**src/rtl/mmio_pkg.sv**
```systemverilog
//==============================================================================
// Module      : mmio_pkg
// Description : Shared types and constants for the MMIO bus bridge.
// Revision    : 1.0 - initial release
//==============================================================================
`default_nettype none

package mmio_pkg;

  typedef enum logic [2:0] {
    ST_IDLE   = 3'd0,
    ST_WDATA  = 3'd1,
    ST_ACCESS = 3'd2,
    ST_RESP   = 3'd3,
    ST_ERR    = 3'd4
  } mmio_state_t;

  localparam int SLOT_W = 4;
  localparam int OFFS_W = 6;
  localparam int CNT_W  = 8;

  localparam logic [SLOT_W-1:0] MMIO_SLOT_UART   = 4'd0;
  localparam logic [SLOT_W-1:0] MMIO_SLOT_TIMER  = 4'd1;
  localparam logic [SLOT_W-1:0] MMIO_SLOT_GPIO   = 4'd2;
  localparam logic [SLOT_W-1:0] MMIO_SLOT_SYSCTL = 4'd3;

  function automatic logic slot_mapped(input logic [SLOT_W-1:0] slot, input int nslots);
    return int'(slot) < nslots;
  endfunction

endpackage

`default_nettype wire

```
**src/rtl/bus_mmio.sv**
```systemverilog
//==============================================================================
// Module      : bus_mmio
// Description : Single-outstanding MMIO bridge from bus_main to 256-byte
//               peripheral slots with req/ack handshake and timeout.
// Revision    : 1.0 - initial release
//==============================================================================
`default_nettype none

module bus_mmio
  import mmio_pkg::*;
#(
  parameter int NSLOTS  = 4,
  parameter int TIMEOUT = 255
) (
  input  logic                 clk_core,
  input  logic                 reset_n,
  input  logic                 bmain_cvalid_bmmio,
  output logic                 bmmio_cready,
  input  logic                 bmain_cmd,
  input  logic [25:0]          bmain_addr,
  input  logic                 bmain_wvalid_bmmio,
  output logic                 bmmio_wready,
  input  logic                 bmain_wlast,
  input  logic [31:0]          bmain_wdata,
  input  logic [3:0]           bmain_wmask,
  output logic                 bmmio_rvalid,
  input  logic                 bmain_rready_bmmio,
  output logic [31:0]          bmmio_rdata,
  output logic                 bmmio_error,
  input  logic                 bmain_eack_bmmio,
  output logic [NSLOTS-1:0]    periph_req,
  output logic                 periph_we,
  output logic [OFFS_W-1:0]    periph_addr,
  output logic [31:0]          periph_wdata,
  output logic [3:0]           periph_wmask,
  input  logic [NSLOTS-1:0]    periph_ack,
  input  logic [NSLOTS*32-1:0] periph_rdata
);

  localparam logic [CNT_W-1:0] c_cnt_last = CNT_W'(TIMEOUT - 1);

  mmio_state_t              r_state;
  mmio_state_t              w_state_next;
  logic                     r_cmd;
  logic [SLOT_W+OFFS_W-1:0] r_addr;
  logic [31:0]              r_wdata;
  logic [3:0]               r_wmask;
  logic [31:0]              r_rdata;
  logic [CNT_W-1:0]         r_cnt;

  logic [SLOT_W-1:0]        w_slot;
  logic [NSLOTS-1:0]        w_req;
  logic                     w_ack;
  logic [31:0]              w_slot_rdata;
  logic                     w_unused_addr;

  assign w_slot        = r_addr[SLOT_W+OFFS_W-1:OFFS_W];
  assign w_unused_addr = ^bmain_addr[25:SLOT_W+OFFS_W];

  // Only the selected slot's ack can complete the access.
  always_comb begin
    w_req = '0;
    if (r_state == ST_ACCESS) w_req = NSLOTS'(1) << w_slot;
  end
  assign w_ack        = |(periph_ack & w_req);
  assign w_slot_rdata = periph_rdata[{w_slot, 5'b00000} +: 32];

  always_ff @(posedge clk_core) begin
    if (!reset_n) r_state <= ST_IDLE;
    else          r_state <= w_state_next;
  end

  always_comb begin
    w_state_next = r_state;
    case (r_state)
      ST_IDLE: begin
        if (bmain_cvalid_bmmio) begin
          if (!bmain_cmd)
            w_state_next = ST_WDATA;
          else if (slot_mapped(bmain_addr[SLOT_W+OFFS_W-1:OFFS_W], NSLOTS))
            w_state_next = ST_ACCESS;
          else
            w_state_next = ST_ERR;
        end
      end
      ST_WDATA: begin
        if (bmain_wvalid_bmmio) begin
          if (!bmain_wlast || !slot_mapped(w_slot, NSLOTS)) w_state_next = ST_ERR;
          else                                              w_state_next = ST_ACCESS;
        end
      end
      ST_ACCESS: begin
        // Ack wins over a timeout landing in the same cycle.
        if (w_ack)                   w_state_next = r_cmd ? ST_RESP : ST_IDLE;
        else if (r_cnt == c_cnt_last) w_state_next = ST_ERR;
      end
      ST_RESP: if (bmain_rready_bmmio) w_state_next = ST_IDLE;
      ST_ERR:  if (bmain_eack_bmmio)   w_state_next = ST_IDLE;
      default: w_state_next = ST_IDLE;
    endcase
  end

  always_ff @(posedge clk_core) begin
    if (!reset_n) begin
      r_cmd   <= 1'b0;
      r_addr  <= '0;
      r_wdata <= '0;
      r_wmask <= '0;
      r_rdata <= '0;
      r_cnt   <= '0;
    end else begin
      if (r_state == ST_IDLE && bmain_cvalid_bmmio) begin
        r_cmd  <= bmain_cmd;
        r_addr <= bmain_addr[SLOT_W+OFFS_W-1:0];
      end
      if (r_state == ST_WDATA && bmain_wvalid_bmmio) begin
        r_wdata <= bmain_wdata;
        r_wmask <= bmain_wmask;
      end
      if (r_state == ST_ACCESS && w_ack && r_cmd) r_rdata <= w_slot_rdata;
      // Held at zero outside ACCESS, so every entry starts a fresh count.
      if (r_state == ST_ACCESS) r_cnt <= r_cnt + 1'b1;
      else                      r_cnt <= '0;
    end
  end

  assign bmmio_cready = (r_state == ST_IDLE);
  assign bmmio_wready = (r_state == ST_WDATA);
  assign bmmio_rvalid = (r_state == ST_RESP);
  assign bmmio_error  = (r_state == ST_ERR);
  assign bmmio_rdata  = r_rdata;
  assign periph_req   = w_req;
  assign periph_we    = (r_state == ST_ACCESS) && !r_cmd;
  assign periph_addr  = r_addr[OFFS_W-1:0];
  assign periph_wdata = r_wdata;
  assign periph_wmask = r_wmask;

endmodule

`default_nettype wire

```
**config.mk**
```make
export PLATFORM = sky130hd
export DESIGN_NAME = bus_mmio
export DESIGN_NICKNAME = d
export VERILOG_FILES = /design/src/rtl/mmio_pkg.sv /design/src/rtl/bus_mmio.sv
export SDC_FILE = /design/constraint.sdc
export NUM_CORES = 1
export LEC_CHECK = 0
export CORE_AREA = 3 3 119 121
export CTS_BUF_LIST = sky130_fd_sc_hd__clkbuf_8
export DETAILED_ROUTE_END_ITERATION = 8
export DIE_AREA = 0 0 122 124
export PLACE_DENSITY = 0.76
export SLEW_MARGIN = 10
export SYNTH_ARGS = -nofsm -noshare
export SYNTH_HDL_FRONTEND = slang
export SYNTH_SLANG_ARGS = --single-unit
```
**constraint.sdc**
```tcl
create_clock -name clk_core -period 1.8 [get_ports clk_core]
set_clock_uncertainty 0.15 [all_clocks]
set_input_delay 0.36 -clock clk_core [delete_from_list [all_inputs] [get_ports clk_core]]
set_output_delay 0.36 -clock clk_core [all_outputs]
set_load 0.1 [all_outputs]
```
==> reports/summary.txt, run 1 <==
Pre-CTS setup slack: -373.0 ps
Status: finished with violations
Width of the chip: 122 um
N_diodes: 0
Initial drt markers: 232
DR pass1 iterations: 5
Mean area per synthesized cell: 8.058 sq um
Clock Latency Late Sink: 350 ps
Violated checks: setup timing
Largest net degree at the start of global routing: 37
Clock transition at path regs: 90 ps
RSZ-0062 raised after global routing: true
Post-Place Cells: 985
Crit path time final: 2085 ps
Final setup viols: 51
First-pass GRT wire length: 26,770 um
Cell variety after synth: 39
Share of cells above drive strength 1: 0.3850
Rel. slew slack: 0.7779
Post-Syn Nets: 758
Most used DFF post-synth: dfxtp_1
Post-synthesis cell count: 554
EDFF count, synth: 0
Fmax: 479.6 MHz
Final period util: 1.158
Remaining DRCs: 0
PwrDens: 1012 mW/mm^2
Leakage: 3.532 nW
Core footprint: 0.01319 sq mm
H-tree Lvls: 3
Initial Utilization: 0.3385
GRT overflow: 0
All-Layer GR Usage: 0.2211
Total Neg Setup Slack: -7295 ps
I/O pin cnt: 285
Type of the worst min-delay path: reg2reg
CTS tree: built
Kind of critical path: reg2out
DRT Wirelength: 20,580 um
FF-to-FF setup slack: -190 ps
Worst Setup Start Kind: flip-flop
Via count: 5,372
Switch share: 0.4423
Maximum vdd ir drop: 0.001613 V
DIE AREA: 0.01513 sq mm
DPL Wire Length: 13,580 um
Final Hold Fails: 0
Internal: 5.628 mW
Final Max Slew Viols: 0
Rows: 42
Post-synthesis cell area: 0.004464 sq mm
Part of the power in combinational logic: 0.621
Fin worst setup slack: -285.1 ps
Worst slew pin tran: 326.2 ps
Root buf cell: clkbuf_8
GP Congestion: 0.8958
Final ANT Viol Nets: 0
Fin util: 0.7560
Reg power frac: 0.235
Most common cell after layout, fill and taps aside: clkdlybuf4s50_1
CP endpoint kind: primary output
Clk pwr share: 0.144
Commonest cells after routing, fill and taps aside: 185 x clkdlybuf4s50_1, 95 x buf_12, 85 x dfxtp_1, 66 x nand2_1, 60 x mux2i_1
Routed length per placed instance: 20.02 um
Clock Sinks: 90
CTS Buf Count: 9
Max-cap violations: 0
Hold_buf cts: 0
Fin cells: 1,028
Layout fillers: 842
Critical-path maximum fanout: 3
Hold_ws: 349.8 ps
Yosys synthesis warning count: 0
Input/output buffers: 268
Number of antenna violations at the first check in global routing: 0
Sequential element share of the synthesized area: 0.4036
P_sw: 4.464 mW
Fin nets: 1,051
Post-synth ARST share: 0
Die Y-Extent: 124 um
CP required: 1290 ps
Vias in the first global route: 5,272
Max Buffers Root-to-Sink: 2
Synthesized flop and latch total: 90
Via density: 5.226
Critical Path AT: 1580 ps
Area Growth Syn to Fin: 123.4%
[final cells by class]
type	count	area, sq um	area share
clock inverter	6	66.31	0.006650
timing repair buffer	335	4379	0.4391
tap	176	220.2	0.02208
sequential	90	1818	0.1823
clock buffer	10	137.6	0.01380
inverter	6	28.78	0.002886
multi-input combinational	405	3322	0.3331
[worst max-delay path: stages (launching register included)]
cell and delay, ps:
dfxtp_1 340, buf_4 150, nor2_2 170, and2_4 190
and3_4 190, buf_12 170
[synth_stat cells (all sizes together), types with 2 or more instances]
cell type    n  share of area
or3b         2         0.0039
nor3b        4         0.0090
a21oi       81          0.091
xor2         3         0.0059
and2         3         0.0042
or3          3         0.0042
dfxtp       90           0.40
mux2i       67           0.15
xnor2        2         0.0039
o22ai       33          0.048
clkbuf      21          0.018
nor3        66          0.074
and3         5         0.0070
inv          6         0.0050
nor2        11         0.0092
buf         32          0.039
ha           2         0.0056
nand2      103          0.087
nand3        6         0.0067
o21ai        2         0.0022
[final timing paths]
path                                 startpoint                            end  depth (start not counted)
hold / removal    periph_wdata[14]$_SDFFE_PN0P_  periph_wdata[14]$_SDFFE_PN0P_                          2
setup reg to reg        r_state[2]$_SDFFE_PN0P_   periph_wdata[3]$_SDFFE_PN0P_                          9
setup / recovery         r_addr[9]$_SDFFE_PN0P_                  periph_req[3]                          5
hold reg to reg   periph_wdata[14]$_SDFFE_PN0P_  periph_wdata[14]$_SDFFE_PN0P_                          2
[flip-flops by register name (all words and copies together), names as in the netlist]
name,flops
bmmio_rdata,32
periph_wdata,32
r_addr,10
r_cnt,8
periph_wmask,4
r_state,3
r_cmd,1
[timing repair]
| item | CTS | global route |
|---|---|---|
| setup buffers | 7 | 9 |
| cloned | 0 | 14 |
| gates resized for setup | 17 | 154 |
| pin swaps | 7 | 62 |
| endpoints found under the setup margin | 43 | 82 |
[metrics by stage]
stage	area, sq um	total power, mW
finish	9972	10.09
global route	9972	10.45
CTS	8956	8.982
detailed placement	8637	7.363
global placement	8637	7.270
floorplan	4811	5.496
[metal layers]
metal / vias up / GRT usage / share of wire / wire (um)
met1: 2593 / 0.2364 / 0.37 / 7570
met5: - / 0 / 0 / 0
li1: 2550 / - / - / -
met2: 194 / 0.4258 / 0.54 / 11100
met3: 35 / 0.05586 / 0.066 / 1365
met4: 0 / 0.06723 / 0.027 / 546
[power by group through the flow]
stage               Combinational, mW  Sequential, mW  Clock, mW
floorplan                        2.53            2.96          0
global placement                 4.86            2.41          0
detailed placement               4.94            2.42          0
CTS                              5.15            2.37       1.47
global route                     6.50            2.39       1.56
finish                           6.27            2.37       1.45
[logic make-up after synthesis]
group,share of synthesized area
buffers and inverters,0.06138
DFF,0.4036
AOI/OAI and AO/OA,0.1631
muxes,0.1502
and+or+nand+nor,0.2063
adders and majority gates,0.005604
xor gates and xnor gates,0.009811
Power figures use the tool's default switching activity.
==> inputs of run 2 (changes only) <==
- CORE_AREA: 3 3 119 121 -> 3 3 113 115
- DIE_AREA: 0 0 122 124 -> 0 0 116 118
- PLACE_DENSITY: 0.76 -> 0.8
- SLEW_MARGIN: 10 -> 20
- clock period: 1.8 -> 2.25 ns (I/O delays scaled with it)
==> run 2 against run 1 <==
The run still ends with setup timing left; largest cell class unchanged; count of clock-buffer cells in the layout stayed put; final cell count down 7.3%; final area fell by 24%; routed wire length fell by 22%; non-clock buffer count is 45 lower; register-to-register slack better by 370 ps; power fell by 35%; hold slack worse by 42 ps; utilization shrank 12 points; sequential share of layout area grew 5.8 points.
==> reports/summary.txt, run 2 (synthesis gave the netlist of run 1 again) <==
Status: finished with violations
Violated checks: setup timing
Worst Setup Start Kind: flip-flop
Most common cell after layout, fill and taps aside: clkdlybuf4s50_1
CP endpoint kind: primary output
Max Buffers Root-to-Sink: 2
Crit-path slowest cell: or3_1
I/O pin cnt: 285
Worst slew pin tran: 396.5 ps
GR Util met3: 0.05707
First-pass GRT wire length: 24,650 um
Maximum vdd ir drop: 0.0009992 V
Routed length per placed instance: 16.77 um
Total Power: 6.563 mW
Critical-path maximum fanout: 4
Final ANT Viol Nets: 0
Hold Path Sink: periph_wdata[2]$_SDFFE_PN0P_
Rel. slew slack: 0.7347
RSZ-0062 raised after global routing: true
Input/output buffers: 268
Die Y-Extent: 118 um
Area Growth Syn to Fin: 69.34%
Met1 capacity usage during global routing: 0.2492
Reg2reg start: r_state[2]$_SDFFE_PN0P_
Crit path time final: 2252 ps
Final Hold Fails: 0
R2R cell count: 6
Number of antenna violations at the first check in global routing: 0
Initial drt markers: 248
N_diodes: 0
Vias in the first global route: 4,975
Hold_buf cts: 0
H-tree Lvls: 3
Root buf cell: clkbuf_8
GP Congestion: 0.8277
Width of the chip: 116 um
Met2 global-route usage: 0.4043
Largest net degree at the start of global routing: 49
Remaining DRCs: 0
Max-cap violations: 0
Pre-CTS setup slack: 0.8986 ps
Clock transition at path regs: 90 ps
Final Max Slew Viols: 0
HP Start: periph_wdata[2]$_SDFFE_PN0P_
Max incr delay on CP: 460 ps
Final period util: 1.001
CTS tree: built
Via density: 5.230
Critical Path AT: 1650 ps
GRT overflow: 0
CTS Buf Count: 9
Type of the worst min-delay path: reg2reg
Post-Place Cells: 932
All-Layer GR Usage: 0.2232
Fin cells: 953
Global routing's busiest layer: met2
Commonest cells after routing, fill and taps aside: 185 x clkdlybuf4s50_1, 100 x nand2_1, 90 x buf_4, 86 x dfxtp_1, 81 x a21oi_1
DPL Wire Length: 12,220 um
Fin nets: 1,006
Clock Sinks: 90
DIE AREA: 0.01369 sq mm
PwrDens: 868.2 mW/mm^2
Initial Utilization: 0.3748
Crit path cell chain: buf_4 > or3_1 > clkinvlp_4 > buf_12
Final setup viols: 1
DR pass1 iterations: 5
Worst hold stages: 2
Layout fillers: 1,062
CP required: 1650 ps
Fin worst setup slack: -1.795 ps
Leakage: 2.758 nW
Kind of critical path: reg2out
Clock Latency Late Sink: 350 ps
DRT Wirelength: 15,980 um
Core footprint: 0.01191 sq mm
Via count: 4,984
FF-to-FF setup slack: 180 ps
Share of cells above drive strength 1: 0.1749
Reg2reg end: r_state[1]$_SDFFE_PN0P_
Critical Path Source: r_state[2]$_SDFFE_PN0P_
Rows: 40
Fmax: 444.1 MHz
[run 2: worst max path at each step]
stage	end	slack, ps	cells after the start
6_report	bmmio_cready	-2	4
5_1_grt	bmmio_cready	-50	4
4_1_cts	periph_req[1]	8	5
3_5_place_dp	r_state[1]$_SDFFE_PN0P_	0.9	6
3_3_place_gp	r_state[1]$_SDFFE_PN0P_	20	6
2_1_floorplan	r_state[1]$_SDFFE_PN0P_	-80	5
[run 2: final cells by class]
class / count / area (sq um) / area share
clock buffer: 10 / 137.6 / 0.01821
inverter: 6 / 26.28 / 0.003476
sequential: 90 / 1817 / 0.2403
tap: 147 / 183.9 / 0.02433
timing repair buffer: 290 / 2828 / 0.3740
clock inverter: 5 / 102.6 / 0.01357
multi-input combinational: 405 / 2465 / 0.3261
[run 2: worst max-delay path: cells and delay by family, from the launching register on]
kind	cells	cell delay, ps
buffers and inverters	3	470
flip-flops	1	370
AND/OR/NAND/NOR	1	460
[run 2: repair_timing]
action / CTS / global route
resized for setup: 0 / 7
pin swaps: 1 / 3
buffers inserted: 2 / 4
endpoints found under the setup margin: 3 / 4
[run 2: power breakdown]
group / total, mW / switching, mW / internal [mW]
registers: 1.86 / 0.121 / 1.74
logic: 3.38 / 2.11 / 1.26
clock network: 1.32 / 0.562 / 0.761
[run 2: routing by layer]
| metal | part of all wire | routed length [um] | vias to the layer above |
|---|---|---|---|
| met4 | 0.026 | 418 | 0 |
| li1 | - | - | 2447 |
| met1 | 0.38 | 6118 | 2322 |
| met2 | 0.51 | 8218 | 178 |
| met5 | 0 | 0 | - |
| met3 | 0.077 | 1223 | 37 |
[run 2: per-stage QoR]
step	cell area [sq um]	setup TNS, ps	utilization	hold slack, ps
after detailed placement	7253	0	0.6089	298.3
after CTS	7508	0	0.6304	310.7
after floorplan	4553	-77.89	-	286.7
final	7560	-1.795	0.6347	308.1
after global placement	7253	0	0.6089	293.1
after global routing	7560	-141.4	0.6347	327.5
==> inputs of run 3 (changes only) <==
- CTS_CLUSTER_DIAMETER: not set -> 40
==> results of run 3 <==
Same layout as run 2: the final DEF is identical, and so are final timing and power.
